**src/rtl/dma_copy_engine_if.sv**
```systemverilog
// dma_copy_engine_if: command and SRAM port bundle for the word-copy DMA engine.
// The engine is the slave side: it takes commands and drives the shared SRAM port.
// The master side is the controller/top level: it issues commands, drives
// cpu_mem_req and returns SRAM read data.
//
// Command handshake: a command transfers on a rising clk edge where
// cmd_valid && cmd_ready are both high. cmd_ready is high only while the engine is
// idle. A cmd_valid asserted while cmd_ready is low is dropped, not held or queued,
// so the controller must re-issue it once cmd_ready returns.
interface dma_copy_engine_if #(
  parameter int ADDR_W = 16,
  parameter int DATA_W = 32
);
  // Command channel
  logic              cmd_valid;
  logic [ADDR_W-1:0] cmd_src;
  logic [ADDR_W-1:0] cmd_dst;
  logic [ADDR_W-1:0] cmd_len;
  logic              cmd_ready;
  logic              abort;

  // Shared SRAM port arbitration and engine-side SRAM drive
  logic              cpu_mem_req;
  logic              dma_grant;
  logic [ADDR_W-1:0] dma_sram_ADDR;
  logic [DATA_W-1:0] dma_sram_DI;
  logic              dma_sram_EN;
  logic              dma_sram_WE;
  logic [DATA_W-1:0] sram_DO;

  // Status
  logic              busy;
  logic              done;
  logic [ADDR_W-1:0] remaining;

  modport slave (
    input  cmd_valid, cmd_src, cmd_dst, cmd_len, abort, cpu_mem_req, sram_DO,
    output cmd_ready, dma_grant, dma_sram_ADDR, dma_sram_DI, dma_sram_EN,
           dma_sram_WE, busy, done, remaining
  );

  modport master (
    output cmd_valid, cmd_src, cmd_dst, cmd_len, abort, cpu_mem_req, sram_DO,
    input  cmd_ready, dma_grant, dma_sram_ADDR, dma_sram_DI, dma_sram_EN,
           dma_sram_WE, busy, done, remaining
  );
endinterface

```
**src/rtl/dma_copy_engine.sv**
```systemverilog
// dma_copy_engine: word-copy DMA that borrows idle cycles of the single SRAM port.
// Each word is read (READ), the registered SRAM output is captured (CAPTURE), then
// it is written (WRITE). The CPU always wins the port: whenever cpu_mem_req is high,
// a READ or WRITE waits in place and the engine leaves the port alone.
//
// Optional feature macro: DMA_ABORT_EN. When defined, abort cancels a transfer in
// progress. When undefined, abort is ignored and every transfer runs to the end.
module dma_copy_engine #(
  parameter int ADDR_W = 16,
  parameter int DATA_W = 32
) (
  input  logic                 clk,
  input  logic                 reset,
  dma_copy_engine_if.slave     bus,
  output logic [2:0]           state_dbg
);

  localparam logic [2:0] S_IDLE    = 3'd0;
  localparam logic [2:0] S_READ    = 3'd1;
  localparam logic [2:0] S_CAPTURE = 3'd2;
  localparam logic [2:0] S_WRITE   = 3'd3;
  localparam logic [2:0] S_DONE    = 3'd4;

  logic [2:0]        state;
  logic [2:0]        state_nxt;
  logic [ADDR_W-1:0] src_q;
  logic [ADDR_W-1:0] dst_q;
  logic [ADDR_W-1:0] rem_q;
  logic [DATA_W-1:0] buf_q;

  logic              accept;
  logic              in_xfer;
  logic              grant;
  logic              rd_fire;
  logic              wr_fire;
  logic              last_word;
  logic              abort_req;

  // Decode the control strobes for the current cycle.
  always_comb begin
    accept    = (state == S_IDLE) && bus.cmd_valid;
    in_xfer   = (state == S_READ) || (state == S_CAPTURE) || (state == S_WRITE);
    grant     = ((state == S_READ) || (state == S_WRITE)) && !bus.cpu_mem_req;
    rd_fire   = grant && (state == S_READ);
    wr_fire   = grant && (state == S_WRITE);
    last_word = (rem_q == ADDR_W'(1));
  end

`ifdef DMA_ABORT_EN
  // Abort is honoured only while a transfer is actually moving words.
  always_comb begin
    abort_req = in_xfer && bus.abort;
  end
`else
  logic unused_abort;

  // Abort support is compiled out; the input is deliberately left unused.
  always_comb begin
    abort_req    = 1'b0;
    unused_abort = bus.abort ^ in_xfer;
  end
`endif

  // Next-state logic. A granted write in the same cycle as an abort still lands
  // first, because the datapath update below depends only on wr_fire.
  always_comb begin
    state_nxt = state;
    case (state)
      S_IDLE: begin
        if (bus.cmd_valid) begin
          state_nxt = (bus.cmd_len == '0) ? S_DONE : S_READ;
        end
      end
      S_READ: begin
        if (abort_req) begin
          state_nxt = S_DONE;
        end else if (rd_fire) begin
          state_nxt = S_CAPTURE;
        end
      end
      S_CAPTURE: begin
        // No port use here; sram_DO carries our read regardless of the CPU.
        state_nxt = abort_req ? S_DONE : S_WRITE;
      end
      S_WRITE: begin
        if (wr_fire) begin
          state_nxt = (last_word || abort_req) ? S_DONE : S_READ;
        end else if (abort_req) begin
          state_nxt = S_DONE;
        end
      end
      S_DONE: begin
        state_nxt = S_IDLE;
      end
      default: begin
        state_nxt = S_IDLE;
      end
    endcase
  end

  // State register; reset abandons any transfer with no done pulse.
  always_ff @(posedge clk) begin
    if (reset) begin
      state <= S_IDLE;
    end else begin
      state <= state_nxt;
    end
  end

  // Address/count registers: loaded on accept, advanced on each completed write.
  // Address arithmetic wraps naturally at the ADDR_W boundary.
  always_ff @(posedge clk) begin
    if (reset) begin
      src_q <= '0;
      dst_q <= '0;
      rem_q <= '0;
    end else if (accept) begin
      src_q <= bus.cmd_src;
      dst_q <= bus.cmd_dst;
      rem_q <= bus.cmd_len;
    end else if (wr_fire) begin
      src_q <= src_q + ADDR_W'(1);
      dst_q <= dst_q + ADDR_W'(1);
      rem_q <= rem_q - ADDR_W'(1);
    end
  end

  // Data buffer: holds the word read in the previous READ cycle.
  always_ff @(posedge clk) begin
    if (reset) begin
      buf_q <= '0;
    end else if (state == S_CAPTURE) begin
      buf_q <= bus.sram_DO;
    end
  end

  // SRAM drive: everything is forced to zero whenever the engine is not granted,
  // so the top-level mux never sees stale engine values.
  always_comb begin
    bus.dma_grant     = grant;
    bus.dma_sram_EN   = grant;
    bus.dma_sram_WE   = wr_fire;
    bus.dma_sram_ADDR = '0;
    bus.dma_sram_DI   = '0;
    if (rd_fire) begin
      bus.dma_sram_ADDR = src_q;
    end else if (wr_fire) begin
      bus.dma_sram_ADDR = dst_q;
      bus.dma_sram_DI   = buf_q;
    end
  end

  // Status outputs decoded from the registered state.
  always_comb begin
    bus.cmd_ready = (state == S_IDLE);
    bus.busy      = (state != S_IDLE);
    bus.done      = (state == S_DONE);
    bus.remaining = rem_q;
    state_dbg     = state;
  end

endmodule

```
**src/flat_wrapper.sv**
```systemverilog
// flat-port wrapper written by rule: the top's interface ports become plain ports
module dma_copy_engine_flat 
#(
  parameter int ADDR_W = 16,
  parameter int DATA_W = 32
)
  (clk, reset, state_dbg, bus_cmd_valid, bus_cmd_src, bus_cmd_dst, bus_cmd_len, bus_abort, bus_cpu_mem_req, bus_sram_DO, bus_cmd_ready, bus_dma_grant, bus_dma_sram_ADDR, bus_dma_sram_DI, bus_dma_sram_EN, bus_dma_sram_WE, bus_busy, bus_done, bus_remaining);
  dma_copy_engine_if #(.ADDR_W(ADDR_W), .DATA_W(DATA_W)) bus_i ();
  input  logic clk;
  input  logic reset;
  output logic [2:0] state_dbg;
  input wire logic [$bits(bus_i.cmd_valid)-1:0] bus_cmd_valid;
  input wire logic [$bits(bus_i.cmd_src)-1:0] bus_cmd_src;
  input wire logic [$bits(bus_i.cmd_dst)-1:0] bus_cmd_dst;
  input wire logic [$bits(bus_i.cmd_len)-1:0] bus_cmd_len;
  input wire logic [$bits(bus_i.abort)-1:0] bus_abort;
  input wire logic [$bits(bus_i.cpu_mem_req)-1:0] bus_cpu_mem_req;
  input wire logic [$bits(bus_i.sram_DO)-1:0] bus_sram_DO;
  output wire logic [$bits(bus_i.cmd_ready)-1:0] bus_cmd_ready;
  output wire logic [$bits(bus_i.dma_grant)-1:0] bus_dma_grant;
  output wire logic [$bits(bus_i.dma_sram_ADDR)-1:0] bus_dma_sram_ADDR;
  output wire logic [$bits(bus_i.dma_sram_DI)-1:0] bus_dma_sram_DI;
  output wire logic [$bits(bus_i.dma_sram_EN)-1:0] bus_dma_sram_EN;
  output wire logic [$bits(bus_i.dma_sram_WE)-1:0] bus_dma_sram_WE;
  output wire logic [$bits(bus_i.busy)-1:0] bus_busy;
  output wire logic [$bits(bus_i.done)-1:0] bus_done;
  output wire logic [$bits(bus_i.remaining)-1:0] bus_remaining;
  assign bus_i.cmd_valid = bus_cmd_valid;
  assign bus_i.cmd_src = bus_cmd_src;
  assign bus_i.cmd_dst = bus_cmd_dst;
  assign bus_i.cmd_len = bus_cmd_len;
  assign bus_i.abort = bus_abort;
  assign bus_i.cpu_mem_req = bus_cpu_mem_req;
  assign bus_i.sram_DO = bus_sram_DO;
  assign bus_cmd_ready = bus_i.cmd_ready;
  assign bus_dma_grant = bus_i.dma_grant;
  assign bus_dma_sram_ADDR = bus_i.dma_sram_ADDR;
  assign bus_dma_sram_DI = bus_i.dma_sram_DI;
  assign bus_dma_sram_EN = bus_i.dma_sram_EN;
  assign bus_dma_sram_WE = bus_i.dma_sram_WE;
  assign bus_busy = bus_i.busy;
  assign bus_done = bus_i.done;
  assign bus_remaining = bus_i.remaining;
  dma_copy_engine #(.ADDR_W(ADDR_W), .DATA_W(DATA_W)) u_core (.clk(clk), .reset(reset), .bus(bus_i), .state_dbg(state_dbg));
endmodule
```
**config.mk**
```make
export PLATFORM = sky130hd
export DESIGN_NAME = dma_copy_engine_flat
export DESIGN_NICKNAME = d
export VERILOG_FILES = /design/src/rtl/dma_copy_engine_if.sv /design/src/rtl/dma_copy_engine.sv /design/src/flat_wrapper.sv
export SDC_FILE = /design/constraint.sdc
export NUM_CORES = 1
export LEC_CHECK = 0
export CORE_ASPECT_RATIO = 0.75
export CORE_MARGIN = 4
export CORE_UTILIZATION = 45
export DETAILED_ROUTE_END_ITERATION = 7
export PLACE_DENSITY = 0.8
export SYNTH_ARGS = -nofsm -noshare
export SYNTH_HDL_FRONTEND = slang
export SYNTH_SLANG_ARGS = --single-unit
```
**constraint.sdc**
```tcl
create_clock -name clk -period 3.1 [get_ports clk]
set_clock_uncertainty 0.15 [all_clocks]
set_input_delay 0.93 -clock clk [delete_from_list [all_inputs] [get_ports clk]]
set_output_delay 0.93 -clock clk [all_outputs]
set_load 0.02 [all_outputs]
```
==> metrics.md <==
| Metric | Value |
|---|---|
| CTS buffer count | `9` |
| Crit end category | `output pin` |
| CTS tree | `yes` |
| I/O pin count | `approximately 160` |
| Syn_nets | `658` |
| Comb pwr share | `between 20% and 30%` |
| Synth top area cells | `dfxtp_1 37%, nand2_1 7.9%, a21oi_1 5.4%` |
| Final hold slack | `0.2997 ns` |
| Clock-pin slew on the worst setup and hold paths | `0.06 ns` |
| PortBufs | `156` |
| First-pass GRT wire length | `roughly 23000 um` |
| Fill cell count | `812` |
| Gr usage total | `26.01%` |
| Worst hold stages | `2` |
| Die Ht | `between 90 and 100 um` |
| Hpwl dp | `10420 um` |
| Status | `finished, final reports clean` |
| Hold_buf cts | `0` |
| Vias per cell | `5.747` |
| Final instance area | `roughly 6500 um^2` |
| Antenna violation net count after detailed routing | `0` |
| Initial antenna violation count | `0` |
| Startpoint Class | `input pin` |
| Sequential fraction of the synthesis area | `37.46%` |
| Chip width | `122.6 um` |
| Worst path arrival time | `1.98 ns` |
| Clock network fraction of total power | `36.8%` |
| # clock sinks | `between 80 and 90` |
| Internal power | `2076 uW` |
| Synth Area per Inst | `~7.8 um^2` |
| WL final | `between 15000 and 20000 um` |
| Final Power | `2960 uW` |
| Largest net degree at the start of global routing | `38` |
| Core Footprint | `9619 um^2` |
| P_leak | `0.002340 uW` |
| Number of synthesized flops with an enable pin | `0` |
| Async SR Flop Fraction | `0%` |
| Unique cell type count in the Yosys netlist | `55` |
| Syn Inst Count | `569` |
| Share of layout cells above drive strength 1 | `15.86%` |
| Vias in the first global route | `4526` |
| Peak VDD IR | `374.5 uV` |
| Main synth FF type | `dfxtp_1` |
| FF-to-FF setup slack | `0.61 ns` |
| RSZ-0062 raised after global routing | `no` |
| Total congestion overflow | `0` |
| Switching share of total power | `~30%` |
| Fin Setup TNS | `0 ns` |
| WL per Instance | `17.54 um` |
| Nets | `about 810` |
| Slew Limit Headroom | `25.09%` |
| Reg power frac | `a little over two fifths` |
| Antenna fix cells | `0` |
| Most common cell after layout, fill and taps aside | `clkdlybuf4s50_1` |
| Max-cap violations | `0` |
| Final Max Slew Viols | `0` |
| Initial Util | `46.11%` |
| Yosys top cell by area | `dfxtp_1` |
| DRT iter0 DRCs | `679` |
| First-pass DRT Iterations | `5` |
| Die area | `11530 um^2` |
| Yosys top cell area share | `37.46%` |
| Most frequent cells in the layout | `103 x clkdlybuf4s50_1, 93 x nand2_1, 83 x dfxtp_1` |
| P_sw | `a little under 900 uW` |
| Max Root-Sink Buffers | `2` |
| R2R cell count | `5` |
| Final setup fails | `0` |
| Min Tclk post-route | `between 3 and 4 ns` |
| Setup WS pre-CTS | `-0.7143 ns` |
| Final period util | `98.80%` |
| H-tree levels | `3` |
| CTS root buffer | `clkbuf_16` |
| Placed inst area | `6200 um^2` |
| #FFs+latches synth | `83` |
| Via Count | `between 4000 and 5000` |
| Crit path kind | `in2out` |
| Cell Rows | `31` |
| Post-Syn Area | `between 4000 and 5000 um^2` |
| Area Overhead vs Synth | `46.35%` |
| Clk_lat worst skew | `0.35 ns` |
| Critical Path Fanout Max | `12` |
| Critical Path RT | `2.02 ns` |
| Residual DRC | `0` |
| RD Place Congestion | `0.8695` |
| Slew @ Worst Pin | `1.124 ns` |
| Min setup slack post-route | `0.03729 ns` |
| F_max | `around 0.33 GHz` |
| Tightest Hold Check Type | `reg2reg` |
| Power Density | `~460 nW/um^2` |
| Final hold violations | `0` |
| Synth warn | `0` |
final timing paths:
| kind | start | end |
|---|---|---|
| worst max-delay path | bus_cpu_mem_req | bus_dma_sram_DI[3] |
| worst min-delay path | u_core.buf_q[31] | u_core.buf_q[31] |
| worst max register to register | u_core.state_dbg[2] | u_core.src_q[15] |
| worst min register to register | u_core.buf_q[31] | u_core.buf_q[31] |
critical path: stages:
cell	delay (ns)
clkdlybuf4s15_1	0.20
nand4bb_4	0.23
clkinv_4	0.12
buf_12	0.10
buf_12	0.13
and2_4	0.15
buf_6	0.11
cell usage after synthesis, types with 4 or more instances:
cell type,instances
nand2b_1,5
and2_1,36
nand2_1,93
o21ai_0,6
dfxtp_1,83
inv_1,8
nor2_1,52
o31ai_1,5
or4_1,12
xnor2_1,13
nor4_1,10
ha_1,4
clkbuf_1,31
a311oi_1,7
nand4_1,8
nor3_1,15
or3_1,11
buf_2,6
mux2i_1,18
a211oi_1,15
a22oi_1,6
a31oi_1,9
a21oi_1,48
o311ai_0,7
nand3_1,16
logic make-up (layout without fill, tap and decap cells):
kind of cell | count (synthesis) | after routing | share of synthesized area [%]
AO/OA/AOI/OAI | 124 | 124 | 18.51
XOR/XNOR | 15 | 15 | 2.962
adder cells (fa/ha/maj) | 4 | 4 | 1.128
buffers and inverters | 52 | 206 | 4.852
flip-flops | 83 | 83 | 37.46
multiplexers | 18 | 18 | 4.062
AND/OR/NAND/NOR | 273 | 275 | 31.03
power by group through the flow:
stage | combinational, uW | clock [uW] | sequential [uW]
after floorplan | 314 | 0 | 1260
after global placement | 592 | 0 | 1260
after detailed placement | 602 | 0 | 1270
after CTS | 609 | 1090 | 1250
after global routing | 666 | 1150 | 1260
final | 616 | 1090 | 1250
per-layer routing:
metal / share of wire, % / track usage [%]
met4: 1.8 / 6.990
met2: 46 / 39.46
met3: 9.2 / 7.947
met5: 0 / 0
met1: 43 / 35.81
timing repair:
action | CTS | global route
gates resized for setup | 260 | 2
endpoints found under the setup margin | 51 | 11
buffers inserted | 1 | 0
pin swaps | 4 | 0
cloned | 3 | 0
flip-flops by register name, indices dropped and copies added (netlist names):
| register | count |
|---|---|
| u_core.buf_q | 32 |
| u_core.bus.remaining | 16 |
| u_core.dst_q | 16 |
| u_core.src_q | 16 |
| u_core.state_dbg | 3 |
cell type report:
class / count / area [um^2] / share of cell area, %
Clock buffer: 9 / 225.2 / 3.470
Clock inverter: 7 / 77.57 / 1.195
Inverter: 9 / 38.79 / 0.5975
Multi-Input combinational cell: 436 / 2630 / 40.52
Sequential cell: 83 / 1662 / 25.60
Tap cell: 132 / 165.2 / 2.544
Timing Repair Buffer: 181 / 1693 / 26.08
metrics by stage:
step                      util [%]  std cells
after global routing         67.48        857
after CTS                    67.46        857
final                        67.48        857
after floorplan                  -        569
after detailed placement     64.45        837
after global placement       64.45        837
Power figures use the tool's default switching activity.
